--- config.mk ---
export PLATFORM = sky130hd
export DESIGN_NAME = ula_seq
export DESIGN_NICKNAME = d
export VERILOG_FILES = /design/src/rtl/ula_seq.sv
export SDC_FILE = /design/constraint.sdc
export NUM_CORES = 1
export LEC_CHECK = 0
export CORE_AREA = 2 2 93 95
export CTS_CLUSTER_DIAMETER = 100
export CTS_CLUSTER_SIZE = 14
export DETAILED_ROUTE_END_ITERATION = 12
export DIE_AREA = 0 0 95 97
export PLACE_DENSITY = 0.69
export RECOVER_POWER = 100
export SKIP_LAST_GASP = 1
export SLEW_MARGIN = 20
export SYNTH_ARGS = -nofsm -noshare
export SYNTH_HDL_FRONTEND = slang
export SYNTH_SLANG_ARGS = --single-unit
--- constraint.sdc ---
create_clock -name clk -period 4.9 [get_ports clk]
set_clock_uncertainty 0.2 [all_clocks]
set_input_delay 0.49 -clock clk [delete_from_list [all_inputs] [get_ports clk]]
set_output_delay 0.49 -clock clk [all_outputs]
set_load 0.005 [all_outputs]
--- src/rtl/ula_seq.sv ---
// ula_seq: registered ALU with add/sub/logic ops, bit-serial shifts,
// Z/N/C/V flags and a start/done handshake.
`default_nettype none

module ula_seq #(
  parameter int WIDTH   = 11,
  parameter int SHAMT_W = 4
) (
  input  logic             clk,
  input  logic             rst_n,
  input  logic             start_i,
  input  logic [2:0]       operation_i,
  input  logic [WIDTH-1:0] operand1_i,
  input  logic [WIDTH-1:0] operand2_i,
  output logic             busy_o,
  output logic             done_o,
  output logic [WIDTH-1:0] result_o,
  output logic             z_o,
  output logic             n_o,
  output logic             c_o,
  output logic             v_o
);

  typedef enum logic {
    IDLE  = 1'b0,
    SHIFT = 1'b1
  } state_t;

  localparam logic [2:0] OP_ADD = 3'b000;
  localparam logic [2:0] OP_SUB = 3'b001;
  localparam logic [2:0] OP_AND = 3'b010;
  localparam logic [2:0] OP_OR  = 3'b011;
  localparam logic [2:0] OP_XOR = 3'b100;

  localparam logic [1:0] SH_SLL = 2'b01;
  localparam logic [1:0] SH_SRL = 2'b10;

  state_t             state_q, state_d;
  logic [SHAMT_W-1:0] cnt_q, cnt_d;
  logic [WIDTH-1:0]   work_q, work_d;
  logic [1:0]         sop_q, sop_d;
  logic [WIDTH-1:0]   result_q, result_d;
  logic               z_q, z_d, n_q, n_d, c_q, c_d, v_q, v_d;
  logic               done_q, done_d;

  logic [SHAMT_W-1:0] amt;
  logic               is_shift;
  logic [WIDTH:0]     sum;
  logic [WIDTH-1:0]   alu_res;
  logic               alu_c, alu_v;
  logic [WIDTH-1:0]   sh_res;
  logic               sh_c;

  assign amt      = operand2_i[SHAMT_W-1:0];
  assign is_shift = operation_i[2] & (operation_i[1] | operation_i[0]);

  // Single-cycle datapath; a shift by zero falls through to the default arm.
  always_comb begin
    sum     = '0;
    alu_res = operand1_i;
    alu_c   = 1'b0;
    alu_v   = 1'b0;
    case (operation_i)
      OP_ADD: begin
        sum     = {1'b0, operand1_i} + {1'b0, operand2_i};
        alu_res = sum[WIDTH-1:0];
        alu_c   = sum[WIDTH];
        alu_v   = (operand1_i[WIDTH-1] == operand2_i[WIDTH-1]) &&
                  (alu_res[WIDTH-1] != operand1_i[WIDTH-1]);
      end
      OP_SUB: begin
        sum     = {1'b0, operand1_i} + {1'b0, ~operand2_i} + {{WIDTH{1'b0}}, 1'b1};
        alu_res = sum[WIDTH-1:0];
        alu_c   = sum[WIDTH];
        alu_v   = (operand1_i[WIDTH-1] != operand2_i[WIDTH-1]) &&
                  (alu_res[WIDTH-1] != operand1_i[WIDTH-1]);
      end
      OP_AND:  alu_res = operand1_i & operand2_i;
      OP_OR:   alu_res = operand1_i | operand2_i;
      OP_XOR:  alu_res = operand1_i ^ operand2_i;
      default: alu_res = operand1_i;
    endcase
  end

  always_comb begin
    case (sop_q)
      SH_SLL: begin
        sh_res = {work_q[WIDTH-2:0], 1'b0};
        sh_c   = work_q[WIDTH-1];
      end
      SH_SRL: begin
        sh_res = {1'b0, work_q[WIDTH-1:1]};
        sh_c   = work_q[0];
      end
      default: begin
        sh_res = {work_q[WIDTH-1], work_q[WIDTH-1:1]};
        sh_c   = work_q[0];
      end
    endcase
  end

  always_comb begin
    state_d  = state_q;
    cnt_d    = cnt_q;
    work_d   = work_q;
    sop_d    = sop_q;
    result_d = result_q;
    z_d      = z_q;
    n_d      = n_q;
    c_d      = c_q;
    v_d      = v_q;
    done_d   = 1'b0;
    case (state_q)
      IDLE: begin
        if (start_i) begin
          if (is_shift && (amt != '0)) begin
            work_d  = operand1_i;
            cnt_d   = amt;
            sop_d   = operation_i[1:0];
            state_d = SHIFT;
          end else begin
            result_d = alu_res;
            z_d      = (alu_res == '0);
            n_d      = alu_res[WIDTH-1];
            c_d      = alu_c;
            v_d      = alu_v;
            done_d   = 1'b1;
          end
        end
      end
      SHIFT: begin
        work_d = sh_res;
        cnt_d  = cnt_q - SHAMT_W'(1);
        if (cnt_q == SHAMT_W'(1)) begin
          result_d = sh_res;
          z_d      = (sh_res == '0);
          n_d      = sh_res[WIDTH-1];
          c_d      = sh_c;
          v_d      = 1'b0;
          done_d   = 1'b1;
          state_d  = IDLE;
        end
      end
      default: state_d = IDLE;
    endcase
  end

  always_ff @(posedge clk or negedge rst_n) begin
    if (!rst_n) begin
      state_q  <= IDLE;
      cnt_q    <= '0;
      work_q   <= '0;
      sop_q    <= '0;
      result_q <= '0;
      z_q      <= 1'b0;
      n_q      <= 1'b0;
      c_q      <= 1'b0;
      v_q      <= 1'b0;
      done_q   <= 1'b0;
    end else begin
      state_q  <= state_d;
      cnt_q    <= cnt_d;
      work_q   <= work_d;
      sop_q    <= sop_d;
      result_q <= result_d;
      z_q      <= z_d;
      n_q      <= n_d;
      c_q      <= c_d;
      v_q      <= v_d;
      done_q   <= done_d;
    end
  end

  assign busy_o   = (state_q == SHIFT);
  assign done_o   = done_q;
  assign result_o = result_q;
  assign z_o      = z_q;
  assign n_o      = n_q;
  assign c_o      = c_q;
  assign v_o      = v_q;

endmodule

`default_nettype wire

# == Word level (Yosys, flattened, before mapping) ==
# Cells that the tools add are included.
# totals
ff_bits,34
latch_bits,0
ram_bits,0
rom_bits,0
memories,0
# op_classes
addsub,4
n_mul,0
div_mod_pow,0
n_lt_le_gt_ge,0
n_eq_ne,15
shifts,0
n_mux,39
bitwise,7
reduce_logical,10
# op_table
op,n
11-bit case mux with 2 select lines,3
11-bit 2-to-1 mux,5
11-bit case mux with 5 select lines,1
11-bit by 11-bit adder with 12-bit output,2
11-bit logical NOT,2
1-bit 2-to-1 mux,19
1-bit case mux with 2 select lines,8
12-bit by 1-bit adder with 12-bit output (second input constant),1
11-bit bitwise AND,1
11-bit NOT,1
11-bit OR,1
11-bit bitwise XOR,1
4-bit 2-to-1 mux,2
4-bit case mux with 2 select lines,1
3-bit by 2-bit equality test with 1-bit output (second input constant),2
2-bit != test (second input constant),3
3-bit AND reduction,2
4-bit by 1-bit equality test with 1-bit output (second input constant),1
4-bit nonzero test,1
4-bit by 1-bit subtractor with 4-bit output (second input constant),1
3-bit by 1-bit equality test with 1-bit output (second input constant),1
3-bit equality test (second input constant),1
1-bit logical AND,3
3-bit logical NOT,1
9 further kinds,11

# == Longest topological paths before layout ==
# depth
depth_word,9
ltp_mapped,12
depth_no_buf,12

# == Worst setup path before layout ==
# Ideal clock, no wire load.
# synth_timing
path_kind,input to register
from,input port operand1_i[0]
to,"register z_q, in the netlist z_o"
setup_time_ps,92
arrival_ps,2647
required_time_ps,4608
slack_ps,1962
stages,11
n_path_buf,0
cell_sequence,inv_1 > ha_1 > inv_1 > fa_1 > mux4_2 > mux2_2 > nor3_2 > nand2_1 > nor4_1 > nand4b_1 > o31ai_2
# synth_via
elab_chain_cells,7
elab_cells_between_ends,11
# synth_lines
item,line_no,text
start: declaration,13,"input logic [WIDTH-1:0] operand1_i,"
11-bit by 11-bit adder with 12-bit output,72,"sum = {1'b0, operand1_i} + {1'b0, ~operand2_i} + {{WIDTH{1'b0}}, 1'b1};"
12-bit by 1-bit adder with 12-bit output,72,
11-bit case mux with 5 select lines (*),63,case (operation_i)
11-bit logical NOT (*),123,z_d = (alu_res == '0);
1-bit 2-to-1 mux (*),116,if (is_shift && (amt != '0)) begin
1-bit 2-to-1 mux (*),115,if (start_i) begin
1-bit case mux with 2 select lines (*),113,case (state_q)
end signal: assignment,166,z_q <= z_d;
end: declaration,43,"logic z_q, z_d, n_q, n_d, c_q, c_d, v_q, v_d;"
# Mark *: on every way between the ends. The rest lies on a longest branch, timed or not. The select of a mux whose other input is x is not followed.
# A chain may end at the register's enable or synchronous reset.

# == Worst setup path in the final report ==
# layout_timing
from,input port operation_i[0]
to,"register z_q, in the netlist z_o"
# layout_via
elab_chain_cells,6
elab_cells_between_ends,15
# layout_lines
item,line_no,text
start: declaration,12,"input logic [2:0] operation_i,"
"3-bit equality test, or another cell as far along",63,
11-bit case mux with 5 select lines,63,
11-bit logical NOT,123,
1-bit 2-to-1 mux,116,
1-bit 2-to-1 mux,115,
1-bit case mux with 2 select lines,113,
# Parallel ways exist; a longest one is shown, timed or not. The select of a mux whose other input is x is not followed.

==> results by group <==
Hold path
  – HP Start: result_o[2]$_DFFE_PN0P_
  – HP Class: reg -> reg
  – Hold depth: 2
  – Hold worst-path end: result_o[2]$_DFFE_PN0P_

Worst setup path
  – CP required: 4.90 ns
  – Register-to-Register Path Depth: 7
  – R2r setup slk: 1.94 ns
  – Element type at the critical path end: register
  – CP Class: in -> reg
  – RR Endpoint: z_o$_DFFE_PN0P_
  – CP dominant cell by count: o21ai_0
  – CP peak stage delay: 0.90 ns
  – Cell Chain, Critical Path: dlygate4sd3_1 > o21ai_0 > o21ai_0 > and2_1 > nor3_1 > nand2_1 > nor4_1 > nand4b_1 > o31ai_2
  – CP max stage cell: o21ai_0
  – Setup crit start kind: input pin
  – CP Max Fanout: 18
  – Arrival time worst endpoint: 4.04 ns
  – R2R Path Start: busy_o$_DFF_PN0_

STA
  – Final Max Tran Viols: 34
  – Relative slew margins: -15.7%
  – Setup TNS: 0 ns
  – Least-Margin Pin Slew: around 1.7 ns
  – Final period utilization: 82.4%
  – Final setup fails: 0
  – FMAX: 248 MHz
  – Crit path time final: roughly 4 ns
  – Hold violation total from the final report: 0
  – RSZ-0062 raised after global routing: no

Drt
  – DR DRC count: 0
  – Aggregate routed wire length: 9.72 mm
  – DRT iter0 DRCs: ~220
  – ANT nets after route: 0
  – DR vias: 3543
  – First-pass iteration count of the detailed router: 6
  – Wire per inst: approximately 16 um
  – Vias per std cell: 5.89

Clock tree
  – Setup bufs post-CTS: 0
  – H-tree depth: 2
  – Maximum clock path buffer count: 2
  – Clock Sinks: 33
  – CTS buffer count: 5
  – Worst-path clk slew: roughly 0.070 ns
  – Hold_buf cts: 0
  – Clock Tree Root: clkbuf_8
  – Clock Latency Late Sink: 0.29 ns
  – CTS tree: yes
  – Post-CTS sizing: 0

Floorplanning
  – Std-Cell Rows: 33
  – Die height: 97 um
  – Die footprint: 0.00922 mm2
  – Die W: about 95 um
  – Core box area: ~0.008 mm2
  – Ports: 45
  – Starting density of the core: 44.7%

Power and ir drop
  – Peak supply drop: about 0.19 mV
  – Leak: ~1.8 nW
  – Power Dens Cells: roughly 400 mW/mm2

Global route
  – GRT Total Usage: 22.1%
  – Largest net degree at the start of global routing: 36
  – Vias in the first global route: ~3200
  – First-pass GRT wire length: approximately 16 mm
  – Initial antenna violation count: 0
  – Grt ovf: 0

Logic synthesis
  – Post-synth top cells: nand2_1 (51), nor2_1 (46), ha_1 (41), a21oi_1 (37)
  – Syn. warnings: 0
  – Top post-synthesis cells by area: dfrtp_1 (23%), ha_1 (14%), nand2_1 (5.3%), a21oi_1 (5.1%), nor2_1 (4.7%)
  – Register bit total from synthesis: 33
  – Synthesized area: around 0.0036 mm2
  – Post-synth EDFFs: 0
  – Register area share after synthesis: 22.7%
  – Yosys top cell area share: 22.7%
  – Post-synthesis instance total: between 400 and 500
  – Netlist cell types: between 70 and 80
  – Leading area contributor after synthesis: dfrtp_1
  – Most instantiated library cell after synthesis: nand2_1
  – Fraction of registers with async set/reset: 100%
  – Main synth FF type: dfrtp_1
  – Average size of a mapped cell: about 7.7 um2
  – Synth Net Count: roughly 540

Placed design
  – PortBufs: 44
  – DP HPWL: 7.50 mm
  – Final Wtd Congestion: 0.898

Layout
  – Nets: roughly 570
  – Ant. Diodes: 0
  – Layout Area Growth over Synthesis: 14.9%
  – Fillers: 772
  – Util after Layout: between 50% and 60%
  – Share of cells above drive strength 1: around 6.0%

Outcome
  – Failing checks: capacitance limit, slew limit
  – Result of the run: complete, but fails checks

Flow run
  – Max-cap violations: 1
[flip-flops by register name, summed over array words and instances (netlist names)]
signal    cells
result_o     11
work_q       11
cnt_q         4
sop_q         2
busy_o        1
c_o           1
done_o        1
v_o           1
z_o           1
[kinds of logic after synthesis]
logic type | share of synthesized area (%)
AND/OR/NAND/NOR | 20.2
AO/OA/AOI/OAI | 29.2
buffers and inverters | 7.91
adder cells (fa/ha/maj) | 15.2
flip-flops | 22.7
multiplexers | 3.37
XOR/XNOR | 1.44
[worst max path at each step]
stage / startpoint / to / slack (ns) / cells after the start
2_1_floorplan: operand1_i[0] / z_o$_DFFE_PN0P_ / 1.96 / 11
5_1_grt: operation_i[0] / z_o$_DFFE_PN0P_ / 0.70 / 9
3_3_place_gp: operation_i[0] / z_o$_DFFE_PN0P_ / 1.22 / 9
4_1_cts: operation_i[0] / z_o$_DFFE_PN0P_ / 1.50 / 9
3_5_place_dp: operation_i[0] / z_o$_DFFE_PN0P_ / 1.20 / 9
6_report: operation_i[0] / z_o$_DFFE_PN0P_ / 0.86 / 9
[layer usage]
layer  part of all wire [%]  global-route usage [%]
met1                     45                    31.4
met2                     45                    34.2
met3                    6.4                    3.27
met4                    2.8                    7.02
met5                      0                       0
[area by class of cell]
| class | count | area [um2] | share of cell area [%] |
|---|---|---|---|
| inverters | 35 | 133 | 3.17 |
| repair buffers | 49 | 474 | 11.3 |
| clock buffers | 7 | 96.3 | 2.31 |
| flip-flops and latches | 33 | 826 | 19.8 |
| multi-input cells | 372 | 2510 | 60.1 |
| well taps | 105 | 131 | 3.14 |
| clock inverters | 1 | 5.00 | 0.120 |
[stage by stage]
stage	hold WS, ns	total power, mW	cells	setup slack [ns]	area [um2]
floorplan	-0.00559	1.14	473	1.96	3640
global placement	0.265	1.45	594	1.22	4090
detailed placement	0.279	1.47	594	1.20	4090
CTS	0.293	1.70	602	1.50	4190
global route	0.308	1.82	602	0.696	4180
finish	0.277	1.66	602	0.863	4180
[power by group]
part,internal [mW],switching [mW],total [mW]
combinational,0.406,0.512,0.917
clock,0.127,0.0969,0.224
sequential,0.409,0.110,0.519
[layout by cell type, fill, tap and decap left out, drive strengths merged, types with 4 or more instances in the layout]
cell | Yosys | final
nor2b | 8 | 8
nor2 | 48 | 48
o21ai | 43 | 43
inv | 34 | 34
mux2i | 4 | 4
a211oi | 11 | 11
a22oi | 11 | 11
ha | 41 | 41
mux2 | 5 | 5
xnor2 | 5 | 5
dlygate4sd3 | 0 | 19
clkbuf | 22 | 8
nor4 | 4 | 4
o31ai | 5 | 5
nand3 | 8 | 8
a21oi | 38 | 38
o21a | 10 | 10
nand2b | 7 | 7
dfrtp | 33 | 33
nor3 | 13 | 13
clkdlybuf4s50 | 0 | 25
nand2 | 51 | 51
buf | 11 | 4
[critical path: cells and delay by family]
family | cells | cell delay (ns)
AO/OA/AOI/OAI | 3 | 1.54
buffers and inverters | 1 | 0.78
AND/OR/NAND/NOR | 5 | 1.23
Note: power is estimated with default switching activity, not from simulation.
